==> config.mk <==
export PLATFORM = sky130hd
export DESIGN_NAME = mole_autoplayer_flat
export DESIGN_NICKNAME = d
export VERILOG_FILES = /design/src/rtl/mole_pkg.sv /design/src/rtl/mole_autoplayer_if.sv /design/src/rtl/mole_seg_decode.sv /design/src/rtl/mole_autoplayer.sv /design/src/flat_wrapper.sv
export SDC_FILE = /design/constraint.sdc
export NUM_CORES = 1
export LEC_CHECK = 0
export ABC_AREA = 1
export CAP_MARGIN = 0
export CORE_ASPECT_RATIO = 1.4
export CORE_MARGIN = 2
export CORE_UTILIZATION = 30
export DETAILED_ROUTE_END_ITERATION = 10
export PLACE_DENSITY = 0.48
export RECOVER_POWER = 50
export SLEW_MARGIN = 10
export SYNTH_ARGS = -nofsm -noshare
export SYNTH_HDL_FRONTEND = slang
export SYNTH_HIERARCHICAL = 1
export SYNTH_SLANG_ARGS = --single-unit
export TNS_END_PERCENT = 50
==> constraint.sdc <==
create_clock -name clk -period 6.3 [get_ports clk]
set_input_delay 0.63 -clock clk [delete_from_list [all_inputs] [get_ports clk]]
set_output_delay 0.63 -clock clk [all_outputs]
set_load 0.1 [all_outputs]
==> src/rtl/mole_pkg.sv <==
// Shared types and constants for the whack-a-mole autoplayer and display-side helpers.
// Latency: n/a (types, constants and pure functions only).
// Backpressure: n/a.
package mole_pkg;

  // Autoplayer FSM encoding.
  typedef enum logic [2:0] {
    IDLE    = 3'd0,
    WATCH   = 3'd1,
    REACT   = 3'd2,
    PRESS   = 3'd3,
    RELEASE = 3'd4,
    DONE    = 3'd5
  } state_t;

  // Number of mole positions, one per 7-segment segment.
  localparam int NUM_SEGS = 7;

  // Default timing parameters for the autoplayer.
  localparam int DEF_SETTLE_CYCLES  = 2;
  localparam int DEF_HOLD_CYCLES    = 8;
  localparam int DEF_RELEASE_CYCLES = 8;

  // One-hot button drive for a mole index. Bit 7 has no mole behind it
  // and is masked off so it can never be driven.
  function automatic logic [7:0] onehot_btn(input logic [2:0] idx);
    logic [7:0] r;
    r = 8'h01 << idx;
    return r & 8'h7F;
  endfunction

  // Deliberately wrong neighbour of a mole index, wrapping 6 -> 0.
  function automatic logic [2:0] miss_idx(input logic [2:0] idx);
    return (idx == 3'd6) ? 3'd0 : idx + 3'd1;
  endfunction

endpackage

==> src/rtl/mole_autoplayer_if.sv <==
// Bundle between the whack-a-mole game and its autoplayer.
// Latency: n/a (wires only).
// Backpressure: none; the autoplayer is open-loop on the display and buttons.
// Ports: enable, seg_in, dp_in, reaction_cfg, inject_miss (game/control side -> autoplayer);
//        btn_out, press_count, busy, done (autoplayer -> game/control side).
interface mole_autoplayer_if;
  import mole_pkg::*;

  logic                enable;
  logic [NUM_SEGS-1:0] seg_in;
  logic                dp_in;
  logic [7:0]          reaction_cfg;
  logic                inject_miss;
  logic [7:0]          btn_out;
  logic [7:0]          press_count;
  logic                busy;
  logic                done;

  // Game/control side: drives the display and configuration, watches the buttons.
  modport master (
    output enable, seg_in, dp_in, reaction_cfg, inject_miss,
    input  btn_out, press_count, busy, done
  );

  // Autoplayer side.
  modport slave (
    input  enable, seg_in, dp_in, reaction_cfg, inject_miss,
    output btn_out, press_count, busy, done
  );

endinterface

==> src/rtl/mole_seg_decode.sv <==
// Decodes an active-low 7-segment pattern into a single lit-segment index.
// Latency: combinational.
// Backpressure: none. Ports: seg (active-low segments) in; valid, idx (0..6) out.
module mole_seg_decode
  import mole_pkg::*;
(
  input  logic [NUM_SEGS-1:0] seg,
  output logic                valid,
  output logic [2:0]          idx
);

  logic [2:0] zeros;

  // Exactly one low segment is a mole; no lows or several lows are not.
  // idx is only meaningful when valid is high.
  always_comb begin
    valid = 1'b0;
    idx   = 3'd0;
    zeros = 3'd0;
    for (int i = 0; i < NUM_SEGS; i++) begin
      if (!seg[i]) begin
        zeros = zeros + 3'd1;
        idx   = 3'(i);
      end
    end
    valid = (zeros == 3'd1);
  end

endmodule

==> src/rtl/mole_autoplayer.sv <==
// Self-playing responder: decodes the lit mole, waits the reaction time, presses its button.
// Latency: 1 sample + SETTLE_CYCLES + reaction_cfg cycles from seg_in change to button high.
// Backpressure: none; outputs are registered, pulses are fixed-width and fixed-spacing.
// Ports: clk, rst_n (async active-low); bus (slave): enable, seg_in, dp_in, reaction_cfg,
//        inject_miss in; btn_out, press_count, busy, done out.
module mole_autoplayer
  import mole_pkg::*;
#(
  parameter int SETTLE_CYCLES  = DEF_SETTLE_CYCLES,
  parameter int HOLD_CYCLES    = DEF_HOLD_CYCLES,
  parameter int RELEASE_CYCLES = DEF_RELEASE_CYCLES
) (
  input  logic             clk,
  input  logic             rst_n,
  mole_autoplayer_if.slave bus
);

  localparam int SW = $clog2(SETTLE_CYCLES + 1);
  localparam int HW = $clog2(HOLD_CYCLES + 1);
  localparam int RW = $clog2(RELEASE_CYCLES + 1);

  localparam logic [SW-1:0] SETTLE_MAX = SW'(SETTLE_CYCLES);
  localparam logic [SW-1:0] S_ONE      = SW'(1);
  localparam logic [HW-1:0] HOLD_MAX   = HW'(HOLD_CYCLES);
  localparam logic [HW-1:0] H_ONE      = HW'(1);
  localparam logic [RW-1:0] REL_MAX    = RW'(RELEASE_CYCLES);
  localparam logic [RW-1:0] R_ONE      = RW'(1);

  // Registered copies of the game outputs; every decision uses these.
  logic [NUM_SEGS-1:0] s_seg;
  logic                s_dp;

  state_t        state_q, state_n;
  logic [SW-1:0] settle_q, settle_n, settle_adv;
  logic [7:0]    delay_q, delay_n;
  logic [HW-1:0] hold_q, hold_n;
  logic [RW-1:0] rel_q, rel_n;
  logic [2:0]    tgt_q, tgt_n;
  logic [2:0]    prev_q, prev_n;
  logic [7:0]    btn_q, btn_n;
  logic [7:0]    count_q, count_n;
  logic          busy_q, busy_n;
  logic          done_q, done_n;

  logic          dec_valid;
  logic [2:0]    dec_idx;

  mole_seg_decode u_decode (
    .seg   (s_seg),
    .valid (dec_valid),
    .idx   (dec_idx)
  );

  always_ff @(posedge clk or negedge rst_n) begin
    if (!rst_n) begin
      s_seg    <= 7'h7F;
      s_dp     <= 1'b0;
      state_q  <= IDLE;
      settle_q <= '0;
      delay_q  <= 8'd0;
      hold_q   <= '0;
      rel_q    <= '0;
      tgt_q    <= 3'd0;
      prev_q   <= 3'd0;
      btn_q    <= 8'h00;
      count_q  <= 8'd0;
      busy_q   <= 1'b0;
      done_q   <= 1'b0;
    end else begin
      s_seg    <= bus.seg_in;
      s_dp     <= bus.dp_in;
      state_q  <= state_n;
      settle_q <= settle_n;
      delay_q  <= delay_n;
      hold_q   <= hold_n;
      rel_q    <= rel_n;
      tgt_q    <= tgt_n;
      prev_q   <= prev_n;
      btn_q    <= btn_n;
      count_q  <= count_n;
      busy_q   <= busy_n;
      done_q   <= done_n;
    end
  end

  always_comb begin
    state_n    = state_q;
    settle_n   = settle_q;
    delay_n    = delay_q;
    hold_n     = hold_q;
    rel_n      = rel_q;
    tgt_n      = tgt_q;
    count_n    = count_q;
    settle_adv = '0;
    prev_n     = dec_valid ? dec_idx : prev_q;

    // Stability run length of the current mole. A zero count means the
    // previous cycle had no valid mole, so any valid index starts a new run.
    if (!dec_valid) begin
      settle_adv = '0;
    end else if (settle_q == '0 || dec_idx != prev_q) begin
      settle_adv = S_ONE;
    end else begin
      settle_adv = settle_q + S_ONE;
    end

    case (state_q)
      IDLE: begin
        if (bus.enable && s_dp) begin
          state_n = WATCH;
        end
      end
      WATCH: begin
        settle_n = settle_adv;
        // Decide on the same edge the run reaches its length, so the press
        // (or the reaction countdown) starts without an extra cycle.
        if (settle_adv == SETTLE_MAX) begin
          tgt_n   = bus.inject_miss ? miss_idx(dec_idx) : dec_idx;
          delay_n = bus.reaction_cfg;
          hold_n  = H_ONE;
          state_n = (bus.reaction_cfg == 8'd0) ? PRESS : REACT;
        end
      end
      REACT: begin
        if (delay_q <= 8'd1) begin
          state_n = PRESS;
          hold_n  = H_ONE;
        end else begin
          delay_n = delay_q - 8'd1;
        end
      end
      PRESS: begin
        if (hold_q == HOLD_MAX) begin
          state_n = RELEASE;
          rel_n   = R_ONE;
        end else begin
          hold_n = hold_q + H_ONE;
        end
      end
      RELEASE: begin
        if (rel_q == REL_MAX) begin
          state_n = WATCH;
        end else begin
          rel_n = rel_q + R_ONE;
        end
      end
      DONE: begin
        state_n = DONE;
      end
      default: begin
        state_n = IDLE;
      end
    endcase

    // Game over wins over an enable drop; DONE only leaves through reset.
    if (state_q != IDLE && state_q != DONE && !s_dp) begin
      state_n = DONE;
    end else if (state_q != DONE && !bus.enable) begin
      state_n = IDLE;
    end

    // Leaving WATCH for any reason forgets the run, so a mole that stays
    // lit through a press must re-settle before it is pressed again.
    if (state_n != WATCH) begin
      settle_n = '0;
    end

    // Count on the entry edge only, after the overrides above have had
    // their say, so an abandoned entry is never counted.
    if (state_n == PRESS && state_q != PRESS && count_q != 8'hFF) begin
      count_n = count_q + 8'd1;
    end

    btn_n  = (state_n == PRESS) ? onehot_btn(tgt_n) : 8'h00;
    busy_n = (state_n == REACT) || (state_n == PRESS) || (state_n == RELEASE);
    done_n = (state_n == DONE);
  end

  assign bus.btn_out     = btn_q;
  assign bus.press_count = count_q;
  assign bus.busy        = busy_q;
  assign bus.done        = done_q;

endmodule

==> src/flat_wrapper.sv <==
// flat-port wrapper written by rule: the top's interface ports become plain ports
module mole_autoplayer_flat import mole_pkg::*;
#(
  parameter int SETTLE_CYCLES  = DEF_SETTLE_CYCLES,
  parameter int HOLD_CYCLES    = DEF_HOLD_CYCLES,
  parameter int RELEASE_CYCLES = DEF_RELEASE_CYCLES
)
  (clk, rst_n, bus_enable, bus_seg_in, bus_dp_in, bus_reaction_cfg, bus_inject_miss, bus_btn_out, bus_press_count, bus_busy, bus_done);
  mole_autoplayer_if bus_i ();
  input  logic clk;
  input  logic rst_n;
  input wire logic [$bits(bus_i.enable)-1:0] bus_enable;
  input wire logic [$bits(bus_i.seg_in)-1:0] bus_seg_in;
  input wire logic [$bits(bus_i.dp_in)-1:0] bus_dp_in;
  input wire logic [$bits(bus_i.reaction_cfg)-1:0] bus_reaction_cfg;
  input wire logic [$bits(bus_i.inject_miss)-1:0] bus_inject_miss;
  output wire logic [$bits(bus_i.btn_out)-1:0] bus_btn_out;
  output wire logic [$bits(bus_i.press_count)-1:0] bus_press_count;
  output wire logic [$bits(bus_i.busy)-1:0] bus_busy;
  output wire logic [$bits(bus_i.done)-1:0] bus_done;
  assign bus_i.enable = bus_enable;
  assign bus_i.seg_in = bus_seg_in;
  assign bus_i.dp_in = bus_dp_in;
  assign bus_i.reaction_cfg = bus_reaction_cfg;
  assign bus_i.inject_miss = bus_inject_miss;
  assign bus_btn_out = bus_i.btn_out;
  assign bus_press_count = bus_i.press_count;
  assign bus_busy = bus_i.busy;
  assign bus_done = bus_i.done;
  mole_autoplayer #(.SETTLE_CYCLES(SETTLE_CYCLES), .HOLD_CYCLES(HOLD_CYCLES), .RELEASE_CYCLES(RELEASE_CYCLES)) u_core (.clk(clk), .rst_n(rst_n), .bus(bus_i));
endmodule
==> flow_summary.ini, run 1 <==
[status]
outcome = finished, violations left
violations = capacitance limit, slew limit

[timing]
tightest_slew_ns = 2.886
maxSlewHeadroom_pct = -92.40
setup_violations = 0
slew_violations = 53
period_needed_ns = 4.890
hold_viol = 0
final.setup.tns_ns = 0
rsz0062_at_grt = false
period_share_pct = 77.62
fin_skew_ns = 0.005170
max_freq_mhz = 204.5

[logic_synthesis]
yosys_warnings = 6
syn_inst = 415
yosysTopAreaCellShare_pct = 34.05
seq_area_frac_synth_pct = 39.61
netlist_top_cells_area = dfrtp_1 34%, nand2_1 9.5%, inv_1 6.5%
avgSynthCellArea_um2 = 7.968
ys_ff_latch = 52
synth_cell_types = 38
yosys.area.top_type = dfrtp_1
async_flop_share_pct = 100.0
synth_edf_count = 0
syn-num-nets = 449
ys.flop_type = dfrtp_1
synth_area_um2 = 3307

[worst_setup_path]
reg2reg_depth = 28
cpMostUsedCell = nand2_1
slowest_delay_ns = 0.54
r2r_setup_slack_ns = 1.41
worst_ep_arrival_time_ns = 5.10
r2r-end = u_core/delay_q[5]
cp.required_ns = 6.51
path_class = reg2reg
startpoint_type = flop
crit_fanout = 12
r2r_start = u_core/s_seg[0]
endpoint_kind = flop
crit_slowest_cell = dfstp_2

[layout]
postLayoutCellArea_um2 = 3954
num-nets-final = 486
n_antenna_cell = 0
layout_commonest_cell = nand2_1
area_growth_pct = 19.56
final_cell_mix = 84 x nand2_1, 57 x inv_1, 45 x dfrtp_1, 36 x nor2_1, 30 x nand3_1
stdcell_count = 594
layout-drive-gt1-share_pct = 15.23
fillerInstances = 1169

[grt]
antenna_found_initial = 0
first_global_vias = 2734
grt_first_pass_wirelength_um = 12650
grt-ovfl-total = 0
grt_max_degree = 53
track_usage_pct = 13.14

[floorplanning]
die_area_um2 = 11890
io_pins = 38
rows = 45
die_w_um = 92.74
core_area_um2 = 10810
start_util_pct = 30.59
fp.dieH_um = 128.2

[route]
dr.pass1.iters = 4
drtAntennaViolNets = 0
routed_wl_um = 7174
num_vias = 2754
via_per_inst = 4.636
wl_per_cell_um = 12.08
drt_iter0_drc = 202
drc = 0

[clock_network]
cts_buffers = 5
cts_setup_buffers = 0
clock_path_buffers = 2
tritoncts = done
cts-root-buf = clkbuf_16
cts-resized-gates = 0
clock_latency_ns = 0.29
cts-htree-levels = 2
hold_buffers = 0
path_clk_slew_ns = 0.07
clock_sinks = 52

[power_and_ir_drop]
peakVddDrop_mv = 0.1211
p_leak_uw = 0.001862
powerDensity_nw_per_um2 = 196.9
power_uw = 778.4

[placement]
dp_hpwl_um = 5469
dp_cells = 586
place_area_um2 = 3790
gp_congestion = 0.8144
port_buffers = 36

[min_path]
min_to = u_core/bus.press_count[1]
hold_class = reg2reg
min_path_cells = 2
min_from = u_core/bus.press_count[1]

[job]
cap_violations = 1
==> layer usage <==
layer	global-route usage (%)	up-vias	wire length (µm)
li1	-	1408	-
met1	16.01	1299	3078
met2	23.74	42	3797
met3	2.646	5	230
met4	3.114	0	67
met5	0	-	0
==> layout make-up <==
class,count,area (µm²),area share [%]
Clock buffer,5,125.1,3.165
Clock inverter,3,42.54,1.076
Inverter,67,259.0,6.551
Multi-Input combinational cell,289,1682,42.53
Sequential cell,52,1310,33.13
Tap cell,141,176.4,4.462
Timing Repair Buffer,37,359.1,9.082
==> worst max-delay path, delay by kind of cell, from the launching register on <==
| kind | cells | cell delay (ns) |
|---|---|---|
| adders and majority gates | 5 | 1.39 |
| buffers and inverters | 5 | 0.49 |
| DFF | 1 | 0.54 |
| AOI/OAI and AO/OA | 2 | 0.26 |
| and+or+nand+nor | 16 | 2.13 |
==> cell usage after synthesis, drive strengths merged, types with 2 or more instances <==
cell type	n
nand2	99
inv	67
dfrtp	45
nor2	45
nand3	41
o21ai	28
nand4	18
ha	14
a21oi	12
xor2	10
dfstp	7
nor3	7
buf	5
o211ai	3
o22ai	3
clkbuf	2
or2	2
==> worst max path at each step <==
stage,slack (ns),cells after the start,startpoint,to
floorplan,1.85,29,u_core/s_seg[1],u_core/bus.press_count[6]
global placement,1.50,30,u_core/s_seg[1],u_core/bus.btn_out[5]
detailed placement,1.38,29,u_core/s_seg[0],u_core/bus.press_count[4]
CTS,1.39,30,u_core/s_seg[0],u_core/bus.btn_out[4]
global route,0.94,30,u_core/s_seg[1],u_core/bus.btn_out[3]
finish,1.41,28,u_core/s_seg[0],u_core/delay_q[5]
==> flip-flops by register name (all words and copies together), names as in the netlist <==
register                cells
u_core/bus.btn_out          7
u_core/bus.busy             1
u_core/bus.done             1
u_core/bus.press_count      8
u_core/delay_q              8
u_core/hold_q               4
u_core/prev_q               3
u_core/rel_q                4
u_core/s_dp                 1
u_core/s_seg                7
u_core/settle_q             2
u_core/state_q              3
u_core/tgt_q                3
==> power breakdown <==
part           internal, µW  total (µW)  leakage, µW  switching (µW)
sequential              347         358     0.000632            10.6
clock                   187         314    0.0000798             127
combinational          41.1         107      0.00115            65.8
total                   575         778      0.00186             203
==> logic make-up (layout without fill, tap and decap cells) <==
kind of cell               count (synthesis)  in the layout  share of synthesized area (%)
other                                      1              1                         0.1134
DFF                                       52             52                          39.61
AOI/OAI and AO/OA                         50             50                          8.248
adders and majority gates                 14             14                          5.297
xor gates and xnor gates                  11             11                          3.140
buffers and inverters                     74            112                          9.535
and+or+nand+nor                          213            213                          34.05
==> per-stage QoR <==
step           util, %  hold WS (ns)  worst slack (ns)
5_1_grt          36.57        0.5770            0.9409
4_1_cts          36.61        0.4987             1.387
6_report         36.57        0.5445             1.410
2_1_floorplan        -        0.3344             1.847
3_5_place_dp     35.06        0.5229             1.384
3_3_place_gp     35.06        0.5150             1.503
(Power assumes the default switching activity.)
==> run 2, diff against run 1 <==
Settings changed: PLACE_DENSITY 0.48 to 0.5.
Clock period 6.3 ns to 4 ns, I/O delays scaled along.
==> run 2 against run 1 <==
Against the previous run: the run ends with capacitance limit, slew limit, setup timing left; hold slack lost 0.12 ns; sequential power is 58% higher; cell area rose by 14%; clock skew is 0.0031 ns higher; flip-flop and latch count unchanged; die area is the same; largest power group unchanged; highest routed layer unchanged.
==> flow_summary.ini, run 2 (synthesized netlist as in run 1, its figures left out) <==
[timing]
max_freq_mhz = 238.1
period_needed_ns = 4.199
fin_skew_ns = 0.008221
rsz0062_at_grt = true
setup_violations = 19
hold_viol = 0
final.setup.tns_ns = -2.624
slew_violations = 29
tightest_slew_ns = 1.520
maxSlewHeadroom_pct = -1.323
period_share_pct = 105.0
worst_slack_ns = -0.1991

[grt]
track_usage_pct = 13.44
antenna_found_initial = 0
grt_first_pass_wirelength_um = 13060
grt_max_degree = 29
grt-ovfl-total = 0
first_global_vias = 2904

[worst_setup_path]
crit_fanout = 3
r2r_start = u_core/s_seg[1]
crit_start = u_core/s_seg[1]
crit_buf_inv = 7
path_class = reg2reg
slowest_delay_ns = 0.55
crit_slowest_cell = dfstp_2
startpoint_type = flop
endpoint_kind = flop
crit_family = simple AND/OR/NAND/NOR gates
cp.required_ns = 4.23
worst_ep_arrival_time_ns = 4.42

[clock_network]
hold_buffers = 0
cts-root-buf = clkbuf_16
clock_path_buffers = 2
cts-htree-levels = 2
clock_latency_ns = 0.30
clock_sinks = 52
tritoncts = done
cts_buffers = 5
path_clk_slew_ns = 0.07

[floorplanning]
fp.dieH_um = 128.2
io_pins = 38
core_area_um2 = 10810
rows = 45
start_util_pct = 30.59
die_w_um = 92.74
die_area_um2 = 11890

[power_and_ir_drop]
powerDensity_nw_per_um2 = 279.3
p_leak_uw = 0.002058
peakVddDrop_mv = 0.1596
power_uw = 1260

[layout]
layout-drive-gt1-share_pct = 28.45
postLayoutCellArea_um2 = 4509
n_antenna_cell = 0
stdcell_count = 626
num-nets-final = 518
area_growth_pct = 36.36
layout_commonest_cell = nand2_1
final_cell_mix = 76 x nand2_1, 48 x inv_1, 45 x dfrtp_1, 30 x nor2_1

[job]
cap_violations = 1

[placement]
dp_hpwl_um = 5663
gp_congestion = 0.8032
port_buffers = 36
dp_cells = 605
place_area_um2 = 4033
place_ws_ns = -0.2472

[route]
drc = 0
routed_wl_um = 7590
dr.pass1.iters = 4
drtAntennaViolNets = 0
num_vias = 2903
via_per_inst = 4.637
wl_per_cell_um = 12.12
drt_iter0_drc = 93

[min_path]
hold_class = in2async

[status]
outcome = finished, violations left
violations = capacitance limit, slew limit, setup timing
[run 2: cell count changes in the layout (fill, tap and decap cells not counted), sizes merged]
cell	delta
clkbuf	+1
clkinv	+1
bufinv	-1
buf	+31
[run 2: per-layer routing]
metal	track usage, %	up-vias	wire length (µm)
li1	-	1474	-
met1	15.76	1368	3200
met2	24.43	49	3953
met3	2.646	12	300
met4	4.412	0	136
met5	0	-	0
[run 2: where the power goes]
part	internal (µW)	switching, µW	total [µW]
Clock	238	212	450
Combinational	113	133	246
Sequential	547	17.8	565
[run 2: repair_timing]
action	4_1_cts	5_1_grt
pin swaps	28	24
resized for setup	28	29
setup buffers	9	5
setup endpoints to repair	29	36
hold endpoints to repair	0	0
[run 2: cell type report]
type,count,area (µm²)
Inverter,67,271.5
Clock buffer,5,125.1
Multi-Input combinational cell,289,1944
Timing Repair Buffer,69,654.4
Clock inverter,3,27.53
Sequential cell,52,1310
Fill cell,1120,6301
Tap cell,141,176.4
[run 2: metrics by stage]
step	hold slack, ns	utilization (%)
after floorplan	0.1044	-
after global placement	0.4530	37.30
after detailed placement	0.4556	37.30
after CTS	0.1271	40.20
after global routing	0.5653	41.71
final	0.4275	41.71
[run 2: worst paths after layout]
| kind | to | slack [ns] | cells after the start |
|---|---|---|---|
| worst max-delay path | u_core/bus.btn_out[3] | -0.20 | 30 |
| worst min register to register | u_core/settle_q[1] | 0.53 | 2 |
| worst max register to register | u_core/bus.btn_out[3] | -0.20 | 30 |
| worst min-delay path | u_core/hold_q[2] | 0.43 | 1 |
| max in group asynchronous | u_core/bus.btn_out[1] | 1.52 | 2 |
| min in group clk | u_core/settle_q[1] | 0.53 | 2 |
==> run 3, diff against run 2 <==
Settings changed: CTS_CLUSTER_DIAMETER set to 30.
==> results of run 3 <==
No change in the layout: final DEF, timing and power equal those of run 2.
